`config.mk`:
```
export PLATFORM = sky130hd
export DESIGN_NAME = partition_scheduler
export DESIGN_NICKNAME = d
export VERILOG_FILES = /design/src/rtl/partition_scheduler.sv
export SDC_FILE = /design/constraint.sdc
export NUM_CORES = 1
export LEC_CHECK = 0
export ABC_AREA = 1
export ABC_CLOCK_PERIOD_IN_PS = 5150
export CAP_MARGIN = 30
export CORE_ASPECT_RATIO = 0.9
export CORE_UTILIZATION = 23
export DETAILED_ROUTE_END_ITERATION = 8
export PLACE_DENSITY_LB_ADDON = 0.2
export SLEW_MARGIN = 5
export SYNTH_ARGS = -nofsm -noshare
export SYNTH_HDL_FRONTEND = slang
export SYNTH_SLANG_ARGS = --single-unit
```
`constraint.sdc`:
```
create_clock -name clock -period 5.15 [get_ports clock]
set_input_delay 1.545 -clock clock [delete_from_list [all_inputs] [get_ports clock]]
set_output_delay 1.545 -clock clock [all_outputs]
set_load 0.03 [all_outputs]
```
`src/rtl/partition_scheduler.sv`:
```
// partition_scheduler: time-slice scheduler sharing one 2048-word instruction memory between the OS and three user programs.
// Optional feature macro: PART_PROTECT_EN (pc bits above the partition window fault the running program).
module partition_scheduler #(
  parameter int                    DATA_WIDTH   = 32,
  parameter int                    PART_WIDTH   = 9,
  parameter int                    QCOUNT_WIDTH = 16,
  parameter logic [DATA_WIDTH-1:0] OS_ENTRY     = '0
) (
  input  logic                    clock,
  input  logic                    reset,
  input  logic [DATA_WIDTH-1:0]   pc,
  input  logic                    step,
  input  logic                    os_dispatch,
  input  logic [1:0]              os_target,
  input  logic [2:0]              prog_valid,
  input  logic                    prog_halt,
  input  logic                    syscall,
  input  logic [QCOUNT_WIDTH-1:0] quantum,
  output logic [DATA_WIDTH-1:0]   address,
  output logic [1:0]              partition,
  output logic                    user_mode,
  output logic                    switch_pulse,
  output logic [DATA_WIDTH-1:0]   resume_pc,
  output logic [2:0]              cause,
  output logic                    dispatch_fail,
  output logic [2:0]              prog_finished,
  output logic [1:0]              state_dbg
);

  typedef enum logic [1:0] {
    S_OS       = 2'd0,
    S_DISPATCH = 2'd1,
    S_USER     = 2'd2,
    S_RETURN   = 2'd3
  } state_t;

  localparam logic [2:0] C_NONE    = 3'd0;
  localparam logic [2:0] C_QUANTUM = 3'd1;
  localparam logic [2:0] C_SYSCALL = 3'd2;
  localparam logic [2:0] C_HALT    = 3'd3;
  localparam logic [2:0] C_FAULT   = 3'd4;

  state_t state, state_next;

  logic [DATA_WIDTH-1:0]   saved_pc [0:3];
  logic [QCOUNT_WIDTH-1:0] counter;
  logic                    quantum_nz;
  logic [1:0]              last_user;
  logic [1:0]              target;

  logic [3:0] eligible;
  logic [1:0] cand1, cand2, cand3;
  logic [1:0] sel;
  logic       sel_ok;

  logic       fault_ev;
  logic       q_ev;
  logic       exit_ev;
  logic       save_ev;
  logic       finish_ev;
  logic [2:0] exit_cause;
  logic [2:0] fin_mask;

`ifdef PART_PROTECT_EN
  assign fault_ev = |pc[DATA_WIDTH-1:PART_WIDTH];
`else
  logic unused_pc_hi;
  assign fault_ev     = 1'b0;
  assign unused_pc_hi = ^pc[DATA_WIDTH-1:PART_WIDTH];
`endif

  // Program selection: explicit target, or round-robin starting after the last dispatched program.
  always_comb begin
    eligible = {prog_valid & ~prog_finished, 1'b0};
    cand1    = 2'd1;
    cand2    = 2'd2;
    cand3    = 2'd3;
    case (last_user)
      2'd1:    begin cand1 = 2'd2; cand2 = 2'd3; cand3 = 2'd1; end
      2'd2:    begin cand1 = 2'd3; cand2 = 2'd1; cand3 = 2'd2; end
      default: begin cand1 = 2'd1; cand2 = 2'd2; cand3 = 2'd3; end
    endcase
    sel    = 2'd0;
    sel_ok = 1'b0;
    if (os_target != 2'd0) begin
      sel    = os_target;
      sel_ok = eligible[os_target];
    end else if (eligible[cand1]) begin
      sel    = cand1;
      sel_ok = 1'b1;
    end else if (eligible[cand2]) begin
      sel    = cand2;
      sel_ok = 1'b1;
    end else if (eligible[cand3]) begin
      sel    = cand3;
      sel_ok = 1'b1;
    end
  end

  // Exit events from USER, highest priority first: halt, fault, syscall, quantum expiry.
  always_comb begin
    q_ev       = step && (counter == QCOUNT_WIDTH'(1)) && quantum_nz;
    exit_ev    = 1'b0;
    save_ev    = 1'b0;
    finish_ev  = 1'b0;
    exit_cause = C_NONE;
    if (state == S_USER) begin
      if (prog_halt) begin
        exit_ev    = 1'b1;
        finish_ev  = 1'b1;
        exit_cause = C_HALT;
      end else if (fault_ev) begin
        exit_ev    = 1'b1;
        finish_ev  = 1'b1;
        exit_cause = C_FAULT;
      end else if (syscall) begin
        exit_ev    = 1'b1;
        save_ev    = 1'b1;
        exit_cause = C_SYSCALL;
      end else if (q_ev) begin
        exit_ev    = 1'b1;
        save_ev    = 1'b1;
        exit_cause = C_QUANTUM;
      end
    end
    fin_mask = 3'b000;
    if (finish_ev) begin
      fin_mask = 3'b001 << (target - 2'd1);
    end
  end

  always_ff @(posedge clock) begin
    if (!reset) begin
      state <= S_OS;
    end else begin
      state <= state_next;
    end
  end

  always_comb begin
    state_next = state;
    case (state)
      S_OS:       if (os_dispatch && sel_ok) state_next = S_DISPATCH;
      S_DISPATCH: state_next = S_USER;
      S_USER:     if (exit_ev) state_next = S_RETURN;
      S_RETURN:   state_next = S_OS;
      default:    state_next = S_OS;
    endcase
  end

  // switch_pulse is high for exactly the DISPATCH and RETURN cycles; the CPU loads resume_pc
  // as its PC in that cycle, and partition already shows the new owner of the fetch path.
  always_comb begin
    user_mode    = (state == S_USER);
    switch_pulse = (state == S_DISPATCH) || (state == S_RETURN);
    state_dbg    = state;
    address      = '0;
    address[PART_WIDTH+1:0] = {partition, pc[PART_WIDTH-1:0]};
  end

  always_ff @(posedge clock) begin
    if (!reset) begin
      partition     <= 2'd0;
      resume_pc     <= OS_ENTRY;
      cause         <= C_NONE;
      dispatch_fail <= 1'b0;
      prog_finished <= 3'b000;
      for (int i = 0; i < 4; i++) begin
        saved_pc[i] <= '0;
      end
      counter    <= '0;
      quantum_nz <= 1'b0;
      last_user  <= 2'd3;
      target     <= 2'd0;
    end else begin
      dispatch_fail <= 1'b0;
      case (state)
        S_OS: begin
          if (os_dispatch) begin
            if (sel_ok) begin
              target    <= sel;
              partition <= sel;
              resume_pc <= saved_pc[sel];
            end else begin
              dispatch_fail <= 1'b1;
            end
          end
        end
        S_DISPATCH: begin
          counter    <= quantum;
          quantum_nz <= |quantum;
          last_user  <= target;
        end
        S_USER: begin
          if (exit_ev) begin
            partition     <= 2'd0;
            resume_pc     <= OS_ENTRY;
            cause         <= exit_cause;
            prog_finished <= prog_finished | fin_mask;
            if (save_ev) begin
              saved_pc[target] <= pc;
            end
          end else if (step && (counter > QCOUNT_WIDTH'(1))) begin
            counter <= counter - QCOUNT_WIDTH'(1);
          end
        end
        default: ;
      endcase
    end
  end

endmodule

```
==> metrics.md <==
| Metric | Value |
|---|---|
| IO Port Bufs | 113 |
| DRC | 9 |
| Nets@finish | between 1000 and 1500 |
| WL final | roughly 28 mm |
| Synthesized cell area | 9841 um2 |
| Site Rows | 71 |
| Die Width | approximately 220 um |
| Die Ht | 198.2 um |
| Worst R2R Setup Slack | 1.84 ns |
| CTS sink count | 191 |
| Setup Skew | 0.01282 ns |
| Worst R2R Start | state_dbg[0]$_SDFFE_PN0P_ |
| GRT Overall Usage | 13.32% |
| Crit path max-delay family | buffers and inverters |
| Largest family of logic cells by synthesized area | simple AND/OR/NAND/NOR gates |
| Hold Path Cell Cnt | 2 |
| FF-to-FF End | resume_pc[10]$_SDFFE_PN0P_ |
| Final Max Tran Viols | 0 |
| Post-Synth Simple-Gate Area | 27.63% |
| First-pass GRT wire length | 43.71 mm |
| Vias in the first global route | between 7000 and 8000 |
| Final Critical Period | ~4.3 ns |
| H-tree depth | 4 |
| Post-CTS Resized | 0 |
| GRT overflow | 0 |
| Num CTS Buffers | 17 |
| Hold endpoint | resume_pc[16]$_SDFFE_PN0P_ |
| Status | finished with violations |
| Final HPWL DP | between 15 and 20 mm |
| Post-synthesis mux area share | 0% |
| CTS tree | yes |
| DR pass1 iterations | 9 |
| IO Pins | 136 |
| Full die area | about 44000 um2 |
| Worst hold margin | about 0.47 ns |
| HP Start | resume_pc[16]$_SDFFE_PN0P_ |
| Worst EP arrival | 2.72 ns |
| Count leader, synth | nand2_1 |
| Diode count | 0 |
| Gate count after technology mapping | between 1000 and 1500 |
| Yosys warns | 0 |
| Flops & latches, synth | 191 |
| Average cell area after synthesis | 8.146 um2 |
| Initial antenna violation count | 0 |
| Post-CTS Setup Repair Bufs | 0 |
| Post-synthesis sequential area ratio | about half |
| Clock root buffer | clkbuf_16 |
| Leak | 0.005179 uW |
| Syn-to-layout area delta | 21.96% |
| Setup TNS | 0 ns |
| Failing checks | DRC |
| Fillers | 4466 |
| Max Cap Violations | 0 |
| Most frequent CP cell | clkdlybuf4s50_1 |
| CP Launch Type | primary input |
| Worst path depth | 2 |
| Compound-Gate Fraction of Synth Area | 5.607% |
| Critical Path End Type | output pin |
| Data required, critical path | 3.61 ns |
| Initial Utilization | 23.42% |
| Gpl congestion | 0.7553 |
| Final Hold Viols | 0 |
| Unrepaired setup endpoints after global routing | no |
| Hold buffer count at cts | 0 |
| Post-synthesis adder-cell area fraction | between 1 and 1.5% |
| Period utilisation layout | 82.89% |
| Via count | 7605 |
| Clock transition at path regs | 0.07 ns |
| Pin count of the biggest net entering global routing | 67 |
| Hold WC Path Type | reg2reg |
| Wire length per cell | 15.15 um |
| Cell Chain, Critical Path | clkdlybuf4s50_1, clkdlybuf4s50_1 |
| Clock tree buffer depth | 2 |
| Reg2reg path depth | 12 |
| CP Max Fanout | 2 |
| Slowest stage delay, CP | 0.68 ns |
| Fmax | ~230 MHz |
| Setup Viol. Count Final | 0 |
| Synth area leaders | edfxtp_1 39%, dfxtp_1 13%, nand2_1 9.1% |
| Yosys top cell by area | edfxtp_1 |
| EDFF count, synth | 128 |
| Share of layout cells above drive strength 1 | 13.42% |
| Buf/Inv on CP | 2 |
| Skew-Pair Late Insertion Delay | ~0.45 ns |
| Top post-synthesis cells by count | 238 x nand2_1, 170 x inv_1, 147 x nand3_1 |
| Slew headroom | approximately two fifths |
| Pwr Density | between 500 and 600 nW/um2 |
| Setup CP Type | in2out |
| Slew @ Worst Pin | 0.9264 ns |
| Vias per cell | about 4.1 |
| Core area | 42020 um2 |
| Slowest cell on crit path | clkdlybuf4s50_1 |
| Worst VDD drop | 0.2553 mV |
| Area share of the largest cell type after synthesis | 39.06% |
| Ys flop type | edfxtp_1 |
| Netlist cell types | 38 |
| Final ANT Viol Nets | 0 |
| FFs w/ async S/R, synth | 0% |
| Initial drt markers | approximately 450 |
| Xor/xnor share of the synthesized area | 0.08900% |
[worst max-delay path by stage]
stage               start                  endpoint  slack (ns)
finish              pc[1]                address[1]        0.88
global route        pc[6]                address[6]        0.85
CTS                 pc[5]                address[5]        0.87
detailed placement  pc[1]                address[1]        0.88
global placement    pc[5]                address[5]        0.89
floorplan            step  saved_pc[3][0]$_DFFE_PP_        0.13
[layer usage]
layer,routed length (um),global-route usage [%]
met4,324,3.831
met2,12280,20.45
met5,0,0
met1,14420,19.23
met3,912,1.889
[flip-flops by register name, summed over array words and instances (netlist names)]
register,cells
quantum_nz,1
partition,2
state_dbg,2
saved_pc,128
counter,16
target,2
dispatch_fail,1
last_user,2
prog_finished,3
resume_pc,32
cause,2
[cells by family after synthesis]
group,count (synthesis)
and+or+nand+nor,607
other,1
xor gates and xnor gates,1
adders and majority gates,8
DFF,191
AOI/OAI and AO/OA,96
buffers and inverters,304
[cell type report]
class / count / area, um2 / share of cell area [%]
inverters: 212 / 795.8 / 6.631
well taps: 547 / 684.4 / 5.703
flip-flops and latches: 191 / 5105 / 42.54
clock inverters: 12 / 152.6 / 1.272
multi-input cells: 734 / 3517 / 29.31
clock buffers: 20 / 457.9 / 3.816
repair buffers: 128 / 1289 / 10.74
[placed cells by master, fill, tap and decap left out, drive strengths merged]
cell,synthesis,routed
conb,1,22
a21oi,60,60
xor2,1,1
nor2,154,154
a22oi,1,1
o31ai,3,3
nor4,3,3
nand3,149,149
nand4,10,10
clkinv,0,4
dfxtp,63,63
inv,212,217
clkbuf,28,20
or2,1,1
nor3,5,5
nand2,285,285
buf,64,15
clkdlybuf4s50,0,113
o21ai,27,27
o221ai,1,1
edfxtp,128,128
a31oi,4,4
bufinv,0,3
ha,8,8
[metrics by stage]
stage          setup WS (ns)  instances  area, um2  power [uW]  utilization [%]
6_report              0.8811       1844      12000        6080            28.56
5_1_grt               0.8480       1844      12000        6520            28.56
4_1_cts               0.8739       1844      12000        6174            28.56
3_5_place_dp          0.8774       1812      11390        4737            27.11
3_3_place_gp          0.8905       1810      11340        4699            27.00
2_1_floorplan         0.1307       1229       9920        3929                -
[power breakdown]
group	leakage (uW)	internal, uW	switching, uW
Clock	0.000305	798	618
Sequential	0.00184	1870	138
Combinational	0.00304	818	1840
(Power assumes the default switching activity.)
